### src/rtl/jtpang_kabuki_pkg.sv
// rtl/jtpang_kabuki_pkg.sv - shared constants, pipeline types and bit-permutation helpers for the kabuki decryptor
package jtpang_kabuki_pkg;

    // header byte positions within the ROM-load key block
    localparam logic [3:0] HDR_EN  = 4'd0;
    localparam logic [3:0] HDR_SK1 = 4'd1;
    localparam logic [3:0] HDR_SK2 = 4'd5;
    localparam logic [3:0] HDR_AK  = 4'd9;
    localparam logic [3:0] HDR_XK  = 4'd11;

    // data reads use a scrambled address in the select computation
    localparam logic [15:0] SEL_XOR = 16'h1fc0;

    // stage-1 register contents; addr/m1_n let the output check which access a byte belongs to
    typedef struct packed {
        logic        valid;
        logic        pass;
        logic        m1_n;
        logic [15:0] addr;
        logic [15:0] sel;
        logic [7:0]  data;
    } stage_t;

    // each key nibble names a select bit; when set, swap data bit pair (2k, 2k+1)
    function automatic logic [7:0] bitswap1(input logic [15:0] key, input logic [7:0] sel,
                                            input logic [7:0] d);
        logic [7:0] r;
        r = d;
        for (int k = 0; k < 4; k++) begin
            if (sel[key[4*k +: 3]]) begin
                r[2*k]   = d[2*k+1];
                r[2*k+1] = d[2*k];
            end
        end
        return r;
    endfunction

    // same rule as bitswap1 but the pairs are walked from the top: nibble k swaps (6-2k, 7-2k)
    function automatic logic [7:0] bitswap2(input logic [15:0] key, input logic [7:0] sel,
                                            input logic [7:0] d);
        logic [7:0] r;
        r = d;
        for (int k = 0; k < 4; k++) begin
            if (sel[key[4*k +: 3]]) begin
                r[6-2*k] = d[7-2*k];
                r[7-2*k] = d[6-2*k];
            end
        end
        return r;
    endfunction

    function automatic logic [7:0] rotl1(input logic [7:0] d);
        return {d[6:0], d[7]};
    endfunction

endpackage

### src/rtl/jtpang_kabuki_key.sv
// rtl/jtpang_kabuki_key.sv - captures the kabuki enable flag and key bytes from the ROM-load header
module jtpang_kabuki_key
    import jtpang_kabuki_pkg::*;
(
    input  logic        clk,
    input  logic        rst_n,
    input  logic        kabuki_we,
    input  logic [3:0]  ioctl_addr,
    input  logic [7:0]  ioctl_dout,
    output logic        en,
    output logic [31:0] swap_key1,
    output logic [31:0] swap_key2,
    output logic [15:0] addr_key,
    output logic [7:0]  xor_key
);

    logic        en_q,  en_d;
    logic [31:0] sk1_q, sk1_d;
    logic [31:0] sk2_q, sk2_d;
    logic [15:0] ak_q,  ak_d;
    logic [7:0]  xk_q,  xk_d;

    // route each header byte into its key field, multi-byte keys arrive MSB first
    always_comb begin
        en_d  = en_q;
        sk1_d = sk1_q;
        sk2_d = sk2_q;
        ak_d  = ak_q;
        xk_d  = xk_q;
        if (kabuki_we) begin
            case (ioctl_addr)
                HDR_EN:          en_d         = |ioctl_dout;
                HDR_SK1:         sk1_d[31:24] = ioctl_dout;
                HDR_SK1 + 4'd1:  sk1_d[23:16] = ioctl_dout;
                HDR_SK1 + 4'd2:  sk1_d[15:8]  = ioctl_dout;
                HDR_SK1 + 4'd3:  sk1_d[7:0]   = ioctl_dout;
                HDR_SK2:         sk2_d[31:24] = ioctl_dout;
                HDR_SK2 + 4'd1:  sk2_d[23:16] = ioctl_dout;
                HDR_SK2 + 4'd2:  sk2_d[15:8]  = ioctl_dout;
                HDR_SK2 + 4'd3:  sk2_d[7:0]   = ioctl_dout;
                HDR_AK:          ak_d[15:8]   = ioctl_dout;
                HDR_AK + 4'd1:   ak_d[7:0]    = ioctl_dout;
                HDR_XK:          xk_d         = ioctl_dout;
                default: ;
            endcase
        end
    end

    // key registers, cleared on reset so the header must be downloaded again
    always_ff @(posedge clk) begin
        if (!rst_n) begin
            en_q  <= 1'b0;
            sk1_q <= '0;
            sk2_q <= '0;
            ak_q  <= '0;
            xk_q  <= '0;
        end else begin
            en_q  <= en_d;
            sk1_q <= sk1_d;
            sk2_q <= sk2_d;
            ak_q  <= ak_d;
            xk_q  <= xk_d;
        end
    end

    assign en        = en_q;
    assign swap_key1 = sk1_q;
    assign swap_key2 = sk2_q;
    assign addr_key  = ak_q;
    assign xor_key   = xk_q;

endmodule

### src/rtl/jtpang_kabuki.sv
// rtl/jtpang_kabuki.sv - two-stage kabuki decryptor between the main ROM slot and the Z80 data bus
module jtpang_kabuki
    import jtpang_kabuki_pkg::*;
#(
    parameter logic [15:0] ENC_LIMIT = 16'h8000,
    parameter logic [15:0] BASE_ADDR = 16'h0000
) (
    input  logic        clk,
    input  logic        rst_n,
    input  logic        kabuki_we,
    input  logic [3:0]  ioctl_addr,
    input  logic [7:0]  ioctl_dout,
    input  logic [15:0] cpu_addr,
    input  logic        m1_n,
    input  logic [7:0]  rom_data,
    input  logic        rom_ok,
    output logic [7:0]  dec_data,
    output logic        dec_ok,
    output logic        en
);

    logic [31:0] swap_key1;
    logic [31:0] swap_key2;
    logic [15:0] addr_key;
    logic [7:0]  xor_key;

    jtpang_kabuki_key u_key (
        .clk        (clk),
        .rst_n      (rst_n),
        .kabuki_we  (kabuki_we),
        .ioctl_addr (ioctl_addr),
        .ioctl_dout (ioctl_dout),
        .en         (en),
        .swap_key1  (swap_key1),
        .swap_key2  (swap_key2),
        .addr_key   (addr_key),
        .xor_key    (xor_key)
    );

    logic [15:0] base_sum;
    logic [15:0] sel;
    logic [7:0]  s1_mix;
    logic        pass;

    // select word and first half of the chain (through the xor step) for the current access
    always_comb begin
        base_sum = cpu_addr + BASE_ADDR;
        if (!m1_n) begin
            sel = base_sum + addr_key;
        end else begin
            sel = (base_sum ^ SEL_XOR) + addr_key + 16'd1;
        end
        s1_mix = rotl1(bitswap1(swap_key1[15:0], sel[7:0], rom_data));
        s1_mix = bitswap2(swap_key1[31:16], sel[7:0], s1_mix) ^ xor_key;
        pass   = ~en | (cpu_addr >= ENC_LIMIT);
    end

    stage_t s1_q, s1_d;

    // stage-1 load; a key write in progress marks the stage invalid since keys may be mid-update
    always_comb begin
        s1_d.valid = rom_ok & ~kabuki_we;
        s1_d.pass  = pass;
        s1_d.m1_n  = m1_n;
        s1_d.addr  = cpu_addr;
        s1_d.sel   = sel;
        s1_d.data  = pass ? rom_data : s1_mix;
    end

    logic [7:0]  s2_mix;
    logic [7:0]  dec_data_q, dec_data_d;
    logic        s2_valid_q, s2_valid_d;
    logic [15:0] s2_addr_q,  s2_addr_d;
    logic        s2_m1_n_q,  s2_m1_n_d;

    // second half of the chain, keyed by the high select byte captured in stage 1
    always_comb begin
        s2_mix = rotl1(s1_q.data);
        s2_mix = rotl1(bitswap2(swap_key2[15:0], s1_q.sel[15:8], s2_mix));
        s2_mix = bitswap1(swap_key2[31:16], s1_q.sel[15:8], s2_mix);
    end

    // stage-2 load; a rom_ok drop or key write kills the byte that is still in flight
    always_comb begin
        dec_data_d = s1_q.pass ? s1_q.data : s2_mix;
        s2_valid_d = s1_q.valid & rom_ok & ~kabuki_we;
        s2_addr_d  = s1_q.addr;
        s2_m1_n_d  = s1_q.m1_n;
    end

    // pipeline registers
    always_ff @(posedge clk) begin
        if (!rst_n) begin
            s1_q       <= '0;
            dec_data_q <= '0;
            s2_valid_q <= 1'b0;
            s2_addr_q  <= '0;
            s2_m1_n_q  <= 1'b0;
        end else begin
            s1_q       <= s1_d;
            dec_data_q <= dec_data_d;
            s2_valid_q <= s2_valid_d;
            s2_addr_q  <= s2_addr_d;
            s2_m1_n_q  <= s2_m1_n_d;
        end
    end

    // only flag the byte when it was decoded for exactly the access the CPU is making now
    always_comb begin
        dec_ok = rom_ok & s2_valid_q & ~kabuki_we
               & (s2_addr_q == cpu_addr) & (s2_m1_n_q == m1_n);
    end

    assign dec_data = dec_data_q;

endmodule

### config.mk
export PLATFORM = sky130hd
export DESIGN_NAME = jtpang_kabuki
export DESIGN_NICKNAME = d
export VERILOG_FILES = /design/src/rtl/jtpang_kabuki_pkg.sv /design/src/rtl/jtpang_kabuki_key.sv /design/src/rtl/jtpang_kabuki.sv
export SDC_FILE = /design/constraint.sdc
export NUM_CORES = 1
export LEC_CHECK = 0
export ABC_AREA = 0
export BUFFER_PORTS_ARGS = -buffer_cell sky130_fd_sc_hd__buf_2
export CORE_ASPECT_RATIO = 0.8
export CORE_UTILIZATION = 38
export CTS_CLUSTER_DIAMETER = 200
export DETAILED_ROUTE_END_ITERATION = 6
export HOLD_SLACK_MARGIN = 0.12
export PLACE_DENSITY_LB_ADDON = 0.15
export SYNTH_ARGS = -nofsm -noshare
export SYNTH_HDL_FRONTEND = slang
export SYNTH_SLANG_ARGS = --single-unit
### constraint.sdc
create_clock -name clk -period 4.4 [get_ports clk]
set_clock_uncertainty 0.05 [all_clocks]
set_input_delay 0.88 -clock clk [delete_from_list [all_inputs] [get_ports clk]]
set_output_delay 0.88 -clock clk [all_outputs]
set_load 0.02 [all_outputs]
## After elaboration in Yosys (flattened, before gate mapping)

Index checks and enable logic that the tools add are counted.

- Reduce and logical (&&, ||, !) cells: 14
- Muxes and demuxes: 51
- Order comparisons: 17
- Equality and inequality tests: 13
- Add/subtract/negate cells: 3
- Bitwise logic cells: 12

Operators by type and width:

| cell | number |
|---|---|
| $lt 3x4->1 const B | 16 |
| $bmux 1 s3 | 16 |
| $add 16x16->16 | 2 |
| $mux 2 | 16 |
| $reduce_and 2->1 | 12 |
| $add 16x1->16 const B | 1 |
| $eq 16x16->1 | 1 |
| $eq 4x3->1 const B | 4 |
| $eq 4x4->1 const B | 4 |
| $ge 16x16->1 const B | 1 |
| $mux 1 | 16 |
| $mux 16 | 1 |
| $mux 8 | 2 |
| $eq 4x2->1 const B | 2 |
| $reduce_or 8->1 | 1 |
| $xor 8x8->8 | 1 |
| $and 1x1->1 | 7 |
| $not 7->7 | 1 |
| $eq 4x1->1 const B | 1 |
| $logic_not 4->1 | 1 |
| $not 1->1 | 2 |
| $eq 1x1->1 | 1 |
| $or 1x1->1 | 1 |

- Logic and storage cells: 132
- Bits of input ports: 41
- Flip-flop bits (word level): 150
- Output and inout port bits: 10

## Longest topological paths before layout

Gate-level depths: netlist of the first run.

- Depth in word-level cells: 10
- Gate-level depth with buffers: 14
- Gate-level depth less buffers: 13

## Cells and area by module

A second synthesis of the first run with hierarchy kept.

- Cell total of the unflattened synthesis: 974
- Area, all modules: 8881.0 um2

By module, submodules not included:

| module | cells an instance | instances | area each (um2) | seq. area each (um2) |
|---|---|---|---|---|
| jtpang_kabuki | 654 | 1 | 5586.6 | 1221.2 |
| jtpang_kabuki_key | 320 | 1 | 3294.4 | 1781.7 |

## Worst setup path before layout of the first run

Ideal clock, no wire load.

- Path type: input-to-reg
- Start point: input cpu_addr[4]
- End point: register s1_q[7] (netlist name)
- Library setup time: 92 ps
- Setup slack: 323 ps
- Data required time: 4258 ps
- Path buffers: 2
- Arrival: 3935 ps
- Cell stages on the path: 12
- Cell sequence: ha_1 buf_6 a21o_1 a311o_1 o311a_1 or3_1 buf_6 and3_1 o211a_1 mux2i_1 mux2_2 nor4_1

- Longest elaborated chain between the ends: 9
- Elaborated cells between the ends (all ways): 17
- Classes of those cells: add/sub: 3; order compare: 1; mux: 11; bitwise: 2

RTL lines:

| item | line | source |
|---|---|---|
| start: declaration | jtpang_kabuki.sv:13 | `input logic [15:0] cpu_addr,` |
| $add 16x16->16 | jtpang_kabuki.sv:51 | `sel = (base_sum ^ SEL_XOR) + addr_key + 16'd1;` |
| $add 16x1->16 | jtpang_kabuki.sv:51 |  |
| $mux 16 | jtpang_kabuki.sv:48 | `if (!m1_n) begin` |
| $bmux 1 s3 | jtpang_kabuki_pkg.sv:30 | `if (sel[key[4*k +: 3]]) begin` |
| $mux 1 (not written as such) | jtpang_kabuki_pkg.sv:30 |  |
| $mux 2 | jtpang_kabuki_pkg.sv:30 |  |
| $mux 2 | jtpang_kabuki_pkg.sv:44 | `if (sel[key[4*k +: 3]]) begin` |
| $xor 8x8->8 | jtpang_kabuki.sv:54 | `s1_mix = bitswap2(swap_key1[31:16], sel[7:0], s1_mix) ^ xor_key;` |
| $mux 8 * | jtpang_kabuki.sv:67 | `s1_d.data = pass ? rom_data : s1_mix;` |
| end signal: assignment | jtpang_kabuki.sv:94 | `s1_q <= '0;` |
| end signal: assignment | jtpang_kabuki.sv:100 | `s1_q <= s1_d;` |
| end: declaration | jtpang_kabuki.sv:58 | `stage_t s1_q, s1_d;` |

Mark *: on every way between the ends. The rest lies on a longest branch, timed or not. The select of a mux whose other input is x is not followed.
A chain may end at the register's enable or synchronous reset.

## Final worst setup path of the first run

- Start point: input cpu_addr[0]
- End point: register s1_q[5] (netlist name)

Same word-level chain as after synthesis.

==> impl_metrics.env, run 1 <==
export IMPL_slew_headroom=0.286
export IMPL_synth_compound_gate_area_share=0.119
export IMPL_synth_top_family_by_area="simple AND/OR/NAND/NOR gates"
export IMPL_antenna_left=0
export IMPL_synth_distinct_cells=64
export IMPL_vias_per_cell=5.42
export IMPL_clock_latency_ps=420
export IMPL_grt_pass1_wl_mm=33.4
export IMPL_seq_area_um2=2680
export IMPL_timing_hold_violations_final=0
export IMPL_synth_xor_area_share=0.0296
export IMPL_ctsResizeCount=0
export IMPL_dpl_cell_count=1153
export IMPL_htreeDepth=4
export IMPL_worstSetupPathType="input pin to flop"
export IMPL_grt_max_degree=54
export IMPL_synth_top_area_share=0.348
export IMPL_grt_pass1_vias=5932
export IMPL_hpwlAfterDp_mm=14.7
export IMPL_drive_gt1_frac=0.163
export IMPL_die_h_um=129
export IMPL_finalCriticalPeriod_ps=3990
export IMPL_groute_usage_overall=0.210
export IMPL_route_detailed_wl_per_inst_um=17.7
export IMPL_endpoint_kind="flop"
export IMPL_cts_sinks=134
export IMPL_multi_input_area_um2=4720
export IMPL_yosys_warnings=0
export IMPL_top_level_ports=51
export IMPL_critPathRequiredTime_ps=4670
export IMPL_synth_flop_cell="dfxtp_1"
export IMPL_first_iter_violations=397
export IMPL_r2r_cells=12
export IMPL_power_density_nw_per_um2=356
export IMPL_cap_violations=0
export IMPL_synthTopCellsByCount="nor2_1, dfxtp_1, mux2i_1"
export IMPL_drv_slew=0
export IMPL_startpoint_type="input pin"
export IMPL_yosys_area_share_simple=0.219
export IMPL_fin_cells=1185
export IMPL_synth_edf_count=0
export IMPL_crit_path_max_fanout=8
export IMPL_coreArea_um2=19900
export IMPL_yosysTopAreaCell="dfxtp_1"
export IMPL_synth_fp_nets=919
export IMPL_setup_violations_final=0
export IMPL_initial_core_util=0.388
export IMPL_fin_setup_tns_ps=0
export IMPL_ys_ff_latch=134
export IMPL_avgSynthCellArea_um2=9.04
export IMPL_yosysSeqAreaShare=0.348
export IMPL_power_leakage_uw=0.00369
export IMPL_netlist_area_um2=7710
export IMPL_cts_tree="done"
export IMPL_post_cts_buffers=0
export IMPL_synth_adder_area_share=0.0442
export IMPL_die_x_um=161
export IMPL_fmax_mhz=251
export IMPL_finalCritPeriodShare=0.906
export IMPL_cp_arrival_ps=4260
export IMPL_status="completed"
export IMPL_globalplace_congestion=0.870
export IMPL_diodes=0
export IMPL_drc=0
export IMPL_clkTransAtPathRegs_ps=60
export IMPL_overflow=0
export IMPL_clockBufferDepth=2
export IMPL_row_count=46
export IMPL_synthMuxAreaShare=0.200
export IMPL_hold_buffers=0
export IMPL_rsz0062_at_grt="no"
export IMPL_die_area_um2=20900
export IMPL_cts_buffers=17
export IMPL_holdWs_ps=375
export IMPL_tightestPinTransition_ps=1070
export IMPL_ys_async_sr_fraction=0
export IMPL_synth_most_common_cell="nor2_1"
export IMPL_nets=975
export IMPL_hold_path_class="flop to flop"
export IMPL_holdPathStages=1
export IMPL_area_delta_synth_final_pct=15.8
export IMPL_port_buffers=50
export IMPL_synthCells=852
export IMPL_num_fill_cells=1946
export IMPL_ys_top_cells_by_area="dfxtp_1, mux2i_1, nor2_1"
export IMPL_antenna_found_initial=0
export IMPL_clockRootBuffer="clkbuf_16"
export IMPL_wl_mm=20.9
export IMPL_vias=6421
export IMPL_peakVddDrop_mv=0.191
export IMPL_drtPass1Iterations=7
[path summary, 6_finish.rpt]
kind                        to              start  slack, ps
hold / removal    s2_addr_q[6]       s2_addr_d[6]        370
hold reg to reg   s2_addr_q[6]       s2_addr_d[6]        370
setup / recovery       s1_q[5]        cpu_addr[0]        410
setup reg to reg       s1_q[5]  u_key.addr_key[0]        680
[area by class of cell]
type                    instances  share of cell area
clock inverters                13              0.0163
inverters                      33              0.0139
flip-flops and latches        134               0.301
repair buffers                 79              0.0524
multi-input cells             643               0.529
clock buffers                  19              0.0508
well taps                     264              0.0370
[through the flow]
| step | worst slack, ps | area, um2 | utilization | power, uW |
|---|---|---|---|---|
| after floorplan | 323 | 7710 | - | 1590 |
| after global placement | 173 | 8320 | 0.419 | 1750 |
| after detailed placement | 53.7 | 8320 | 0.419 | 1750 |
| after CTS | 484 | 8920 | 0.449 | 3210 |
| after global routing | 30.4 | 8920 | 0.449 | 3320 |
| final | 411 | 8920 | 0.449 | 3180 |
[sequential cells by signal, summed over array words and instances, names as in the netlist]
name             count
u_key.addr_key      16
u_key.swap_key1     24
s2_addr_d           16
s2_m1_n_q            1
u_key.en             1
u_key.swap_key2     24
s2_m1_n_d            1
s2_addr_q           16
s1_q                18
dec_data             8
u_key.xor_key        8
s2_valid_q           1
[cells in the final DEF (no fill, tap or decap), types with 4 or more instances in the layout]
cell type,netlist,final
o211a_1,4,4
xor2_1,8,8
inv_1,31,31
or3_1,6,6
a311oi_1,6,6
and3_1,6,6
xnor2_1,18,18
inv_6,0,4
o21ai_0,15,15
mux4_2,22,22
nand2_1,30,30
nand3_1,19,19
nor3b_1,7,7
nor4_1,15,15
nor3_1,23,23
clkbuf_16,0,17
or2_2,5,5
o21a_1,5,5
nand2b_1,13,13
dfxtp_1,134,134
mux2i_1,100,100
a211oi_1,11,11
nor2b_1,19,19
a21oi_1,27,27
nand4_1,9,9
a31oi_1,7,7
nor4b_1,11,11
a21o_1,8,8
and2_1,27,27
o2111ai_1,4,4
nor2_1,142,142
o22ai_1,4,4
o211ai_1,5,5
buf_2,6,50
ha_1,24,24
buf_4,0,29
[logic make-up (layout without fill, tap and decap cells)]
group | Yosys count | after routing
simple gates | 339 | 339
mux | 126 | 126
fa+ha+maj | 26 | 26
flops | 134 | 134
xor+xnor | 26 | 26
buf+inv | 75 | 144
compound gates | 126 | 126
[critical path, cell delays in order]
cell,delay [ps]
buf_2,120
inv_1,90
ha_1,150
inv_1,50
fa_1,420
a21o_1,180
a221oi_1,260
buf_4,190
nor2_1,70
o21ai_0,360
a311oi_1,150
a311oi_1,850
nor3_1,160
nor4_1,320
[power by group]
| group | total, uW | internal [uW] | switching, uW |
|---|---|---|---|
| combinational | 436 | 187 | 249 |
| clock | 1450 | 871 | 578 |
| sequential | 1290 | 1250 | 37.4 |
| total | 3180 | 2310 | 864 |
[metal layers]
| layer | track usage | share of wire | routed length [um] | vias up |
|---|---|---|---|---|
| li1 | - | - | - | 3168 |
| met1 | 0.298 | 0.50 | 10600 | 3087 |
| met2 | 0.325 | 0.43 | 9100 | 154 |
| met3 | 0.0493 | 0.054 | 1140 | 12 |
| met4 | 0.0466 | 0.0072 | 150 | 0 |
| met5 | 0 | 0 | 0 | - |
(Power assumes the default switching activity.)
==> run 2: changes to the inputs <==
CELL_PAD_IN_SITES_DETAIL_PLACEMENT = 1   (was not set)
CELL_PAD_IN_SITES_GLOBAL_PLACEMENT = 2   (was not set)
==> run 2 against run 1 <==
  * Sequential share of layout area fell by 0.10 points
  * Count of clock-buffer cells in the layout rose by 1
  * Final cell count fell by 0.25%
  * First-iteration DRC count fell by 20%
  * Register-to-register slack got worse by 40 ps
  * Die area did not move
  * Critical path type unchanged
  * Largest cell class unchanged
  * Highest routed layer unchanged
==> impl_metrics.env, run 2 (synthesized netlist as in run 1, its figures left out) <==
export IMPL_area_delta_synth_final_pct=16.2
export IMPL_wl_mm=24.4
export IMPL_top_level_ports=51
export IMPL_htreeDepth=4
export IMPL_endpoint_kind="flop"
export IMPL_cap_violations=0
export IMPL_clock_latency_ps=430
export IMPL_dpl_cell_count=1151
export IMPL_overflow=0
export IMPL_post_cts_buffers=0
export IMPL_cp_arrival_ps=4260
export IMPL_power_density_nw_per_um2=372
export IMPL_mostFrequentLayoutCells="nor2_1, dfxtp_1, mux2i_1, buf_2, inv_1"
export IMPL_tightestPinTransition_ps=1130
export IMPL_r2r_start="u_key.addr_key[0]"
export IMPL_hpwlAfterDp_mm=17.6
export IMPL_grt_pass1_vias=6957
export IMPL_r2r_cells=12
export IMPL_grt_pass1_wl_mm=39.0
export IMPL_die_h_um=129
export IMPL_ctsResizeCount=0
export IMPL_route_detailed_wl_per_inst_um=20.6
export IMPL_status="completed"
export IMPL_die_x_um=161
export IMPL_first_iter_violations=316
export IMPL_cts_tree="done"
export IMPL_finalCriticalPeriod_ps=3990
export IMPL_hold_start="s2_addr_d[11]"
export IMPL_setup_violations_final=0
export IMPL_globalplace_congestion=0.898
export IMPL_power_leakage_uw=0.00370
export IMPL_hold_path_class="flop to flop"
export IMPL_clkTransAtPathRegs_ps=60
export IMPL_diodes=0
export IMPL_antenna_found_initial=0
export IMPL_hold_buffers=0
export IMPL_die_area_um2=20900
export IMPL_coreArea_um2=19900
export IMPL_cp_endpoint="s1_q[5]"
export IMPL_worstSetupPathType="input pin to flop"
export IMPL_rsz0062_at_grt="no"
export IMPL_antenna_left=0
export IMPL_initial_core_util=0.388
export IMPL_timing_hold_violations_final=0
export IMPL_fin_cells=1182
export IMPL_row_count=46
export IMPL_critPathRequiredTime_ps=4670
export IMPL_drc=0
export IMPL_grt_max_degree=62
export IMPL_fin_setup_tns_ps=0
export IMPL_crit_path_start="cpu_addr[0]"
export IMPL_vias_per_cell=5.61
export IMPL_nets=973
export IMPL_drtPass1Iterations=4
export IMPL_slew_headroom=0.242
export IMPL_groute_usage_overall=0.246
export IMPL_startpoint_type="input pin"
export IMPL_r2r_end="s1_q[5]"
export IMPL_drive_gt1_frac=0.158
export IMPL_fmax_mhz=251
export IMPL_r2r_slack_ps=640
export IMPL_clockRootBuffer="clkbuf_16"
export IMPL_cts_buffers=17
export IMPL_clockBufferDepth=2
export IMPL_finalCritPeriodShare=0.906
export IMPL_drv_slew=0
export IMPL_crit_path_max_fanout=8
export IMPL_cts_sinks=134
export IMPL_port_buffers=50
export IMPL_peakVddDrop_mv=0.208
export IMPL_layout_commonest_cell="nor2_1"
export IMPL_vias=6628
-- run 2: cell count changes in the layout (fill, tap and decap cells not counted), moves of 2 or more --
| cell | before | now |
|---|---|---|
| clkbuf_1 | 0 | 2 |
| bufinv_16 | 2 | 5 |
| inv_6 | 4 | 2 |
| buf_4 | 29 | 27 |
-- run 2: through the flow --
stage | setup slack, ps | hold slack (ps) | utilization | power (uW) | area (um2)
finish | 415 | 386 | 0.451 | 3330 | 8950
global route | 93.9 | 400 | 0.451 | 3460 | 8950
CTS | 445 | 390 | 0.451 | 3360 | 8950
detailed placement | 39.3 | 371 | 0.418 | 1760 | 8310
global placement | 111 | 364 | 0.418 | 1740 | 8310
floorplan | 323 | 362 | - | 1590 | 7710
-- run 2: area by class of cell --
| cell class | count | area, um2 |
|---|---|---|
| fill | 2322 | 10900 |
| sequential | 134 | 2680 |
| multi-input combinational | 643 | 4720 |
| inverter | 33 | 124 |
| clock buffer | 20 | 447 |
| timing repair buffer | 77 | 453 |
| tap | 264 | 330 |
| clock inverter | 11 | 196 |
-- run 2: worst min path at each step --
stage	end	slack [ps]	cells after the start
2_1_floorplan	s2_addr_q[0]	360	1
3_3_place_gp	s2_addr_q[5]	360	1
3_5_place_dp	s2_addr_q[6]	370	1
4_1_cts	s2_addr_q[11]	390	1
5_1_grt	s2_addr_q[15]	400	1
6_report	s2_addr_q[11]	390	1
-- run 2: where the power goes --
| group | switching (uW) | leakage (uW) | total (uW) | internal (uW) |
|---|---|---|---|---|
| registers | 41.6 | 0.00109 | 1300 | 1250 |
| logic | 260 | 0.00230 | 444 | 184 |
| clock network | 569 | 0.000307 | 1590 | 1020 |
| total | 871 | 0.00370 | 3330 | 2460 |
-- run 2: critical path: stages --
cell and delay (ps):
buf_2 120, inv_1 90, ha_1 150, inv_1 50, fa_1 420, nor2b_1 280
nor2_1 100, xor2_1 480, mux4_2 350, nor2_1 40, a311oi_1 800, nor3_1 160
nor4_1 330
-- run 2: layer usage --
layer | vias to the layer above | track usage | part of all wire
li1 | 3167 | - | -
met1 | 3294 | 0.323 | 0.48
met2 | 127 | 0.407 | 0.46
met3 | 40 | 0.0471 | 0.039
met4 | 0 | 0.0832 | 0.022
met5 | - | 0 | 0
==> run 3: changes to the inputs <==
==> constraint.sdc (replaced) <==
create_clock -name clk -period 4.4 [get_ports clk]
set_clock_uncertainty 0.05 [all_clocks]
set_input_delay 0.44 -clock clk [delete_from_list [all_inputs] [get_ports clk]]
set_output_delay 0.44 -clock clk [all_outputs]
set_load 0.02 [all_outputs]
==> run 3 against run 2 <==
  * Fmax up 2.2%
  * Register-to-register slack worse by 140 ps
  * First-iteration DRC count down 2.5%
  * Via count up 0.12%
  * Critical path type is now flop to flop
  * Largest power group unchanged
  * Sequential power about the same
  * Worst hold slack worse by 170 ps
  * Setup slack better by 87 ps
==> impl_metrics.env, run 3 (synthesized netlist as in run 1, its figures left out) <==
export IMPL_status="completed"
export IMPL_finalCritPeriodShare=0.886
export IMPL_first_iter_violations=308
export IMPL_setup_violations_final=0
export IMPL_cts_buffers=17
export IMPL_power_leakage_uw=0.00362
export IMPL_drc=0
export IMPL_die_h_um=129
export IMPL_clock_latency_ps=430
export IMPL_htreeDepth=4
export IMPL_globalplace_congestion=0.855
export IMPL_cts_tree="done"
export IMPL_antenna_left=0
export IMPL_cp_arrival_ps=4180
export IMPL_drv_slew=0
export IMPL_wl_mm=24.0
export IMPL_total_power_uw=3080
export IMPL_critPathRequiredTime_ps=4680
export IMPL_port_buffers=50
export IMPL_drtPass1Iterations=5
export IMPL_finalCriticalPeriod_ps=3900
export IMPL_tightestPinTransition_ps=1080
export IMPL_route_detailed_wl_per_inst_um=20.4
export IMPL_fmax_mhz=257
export IMPL_die_area_um2=20900
export IMPL_fin_cells=1175
export IMPL_slew_headroom=0.278
export IMPL_overflow=0
export IMPL_timing_hold_violations_final=0
export IMPL_seq_area_um2=2680
export IMPL_worstSetupPathType="flop to flop"
export IMPL_ctsResizeCount=0
export IMPL_clkTransAtPathRegs_ps=60
export IMPL_rsz0062_at_grt="no"
export IMPL_endpoint_kind="flop"
export IMPL_cap_violations=0
export IMPL_initial_core_util=0.388
export IMPL_die_x_um=161
export IMPL_grt_max_degree=57
export IMPL_vias_per_cell=5.65
export IMPL_layout_commonest_cell="nor2_1"
export IMPL_post_place_ws_ps=285
export IMPL_crit_path_max_fanout=10
export IMPL_num_fill_cells=2326
export IMPL_post_cts_buffers=0
export IMPL_row_count=46
export IMPL_grt_pass1_vias=6983
export IMPL_mostFrequentLayoutCells="nor2_1, dfxtp_1, mux2i_1, buf_2, inv_1"
export IMPL_layout_setup_ws_ps=502
export IMPL_hold_buffers=0
export IMPL_cts_sinks=134
export IMPL_multi_input_area_um2=4720
export IMPL_fin_setup_tns_ps=0
export IMPL_antenna_found_initial=0
export IMPL_power_density_nw_per_um2=350
export IMPL_hpwlAfterDp_mm=17.4
export IMPL_top_level_ports=51
export IMPL_dpl_cell_count=1144
export IMPL_grt_pass1_wl_mm=38.4
export IMPL_startpoint_type="flop"
export IMPL_clockBufferDepth=2
export IMPL_clockRootBuffer="clkbuf_16"
export IMPL_diodes=0
export IMPL_peakVddDrop_mv=0.189
export IMPL_coreArea_um2=19900
export IMPL_groute_usage_overall=0.242
export IMPL_drive_gt1_frac=0.154
export IMPL_hold_path_class="input pin to flop"
export IMPL_area_delta_synth_final_pct=14.3
export IMPL_vias=6636
export IMPL_nets=966
[run 3: changes by cell type in the layout (fill, tap and decap cells not counted), sizes merged]
| cell | before | now |
|---|---|---|
| buf | 77 | 70 |
| bufinv | 5 | 0 |
| clkinv | 3 | 5 |
| clkinvlp | 2 | 4 |
| inv | 34 | 36 |
| clkbuf | 20 | 19 |
[run 3: metal layers]
layer,track usage,wire [um]
met2,0.415,11500
met5,0,0
met1,0.309,11300
met3,0.0419,721
met4,0.0794,446
[run 3: power by group]
part	switching (uW)	internal, uW
Clock	595	755
Combinational	260	181
Sequential	38.8	1250
[run 3: worst paths after layout]
path                                   startpoint           end  slack, ps  cells after the start
worst max-delay path            u_key.addr_key[4]       s1_q[7]        500                     10
worst min-delay path                  cpu_addr[2]  s2_addr_d[2]        220                      2
worst max register to register  u_key.addr_key[4]       s1_q[7]        500                     10
worst min register to register       s2_addr_d[3]  s2_addr_q[3]        380                      1
[run 3: per-stage QoR]
step                utilization  cell area, um2  hold WS, ps
floorplan                     -            7710          362
global route              0.443            8810          209
CTS                       0.443            8810          203
finish                    0.443            8810          218
detailed placement        0.416            8260          373
global placement          0.416            8260          365
[run 3: area by class of cell]
class                   instances  area share
multi-input cells             643       0.536
flip-flops and latches        134       0.305
clock buffers                  19      0.0514
repair buffers                 70      0.0455
well taps                     264      0.0375
inverters                      33      0.0141
clock inverters                12      0.0109
[run 3: worst max-delay path, cell delays in order, from the launching register on]
cell,delay (ps)
dfxtp_1,310
ha_1,400
a21o_1,270
a311o_1,410
o311a_1,380
or3_1,510
and3_1,250
o211a_1,290
mux2i_1,270
mux2_2,380
nor4_1,270
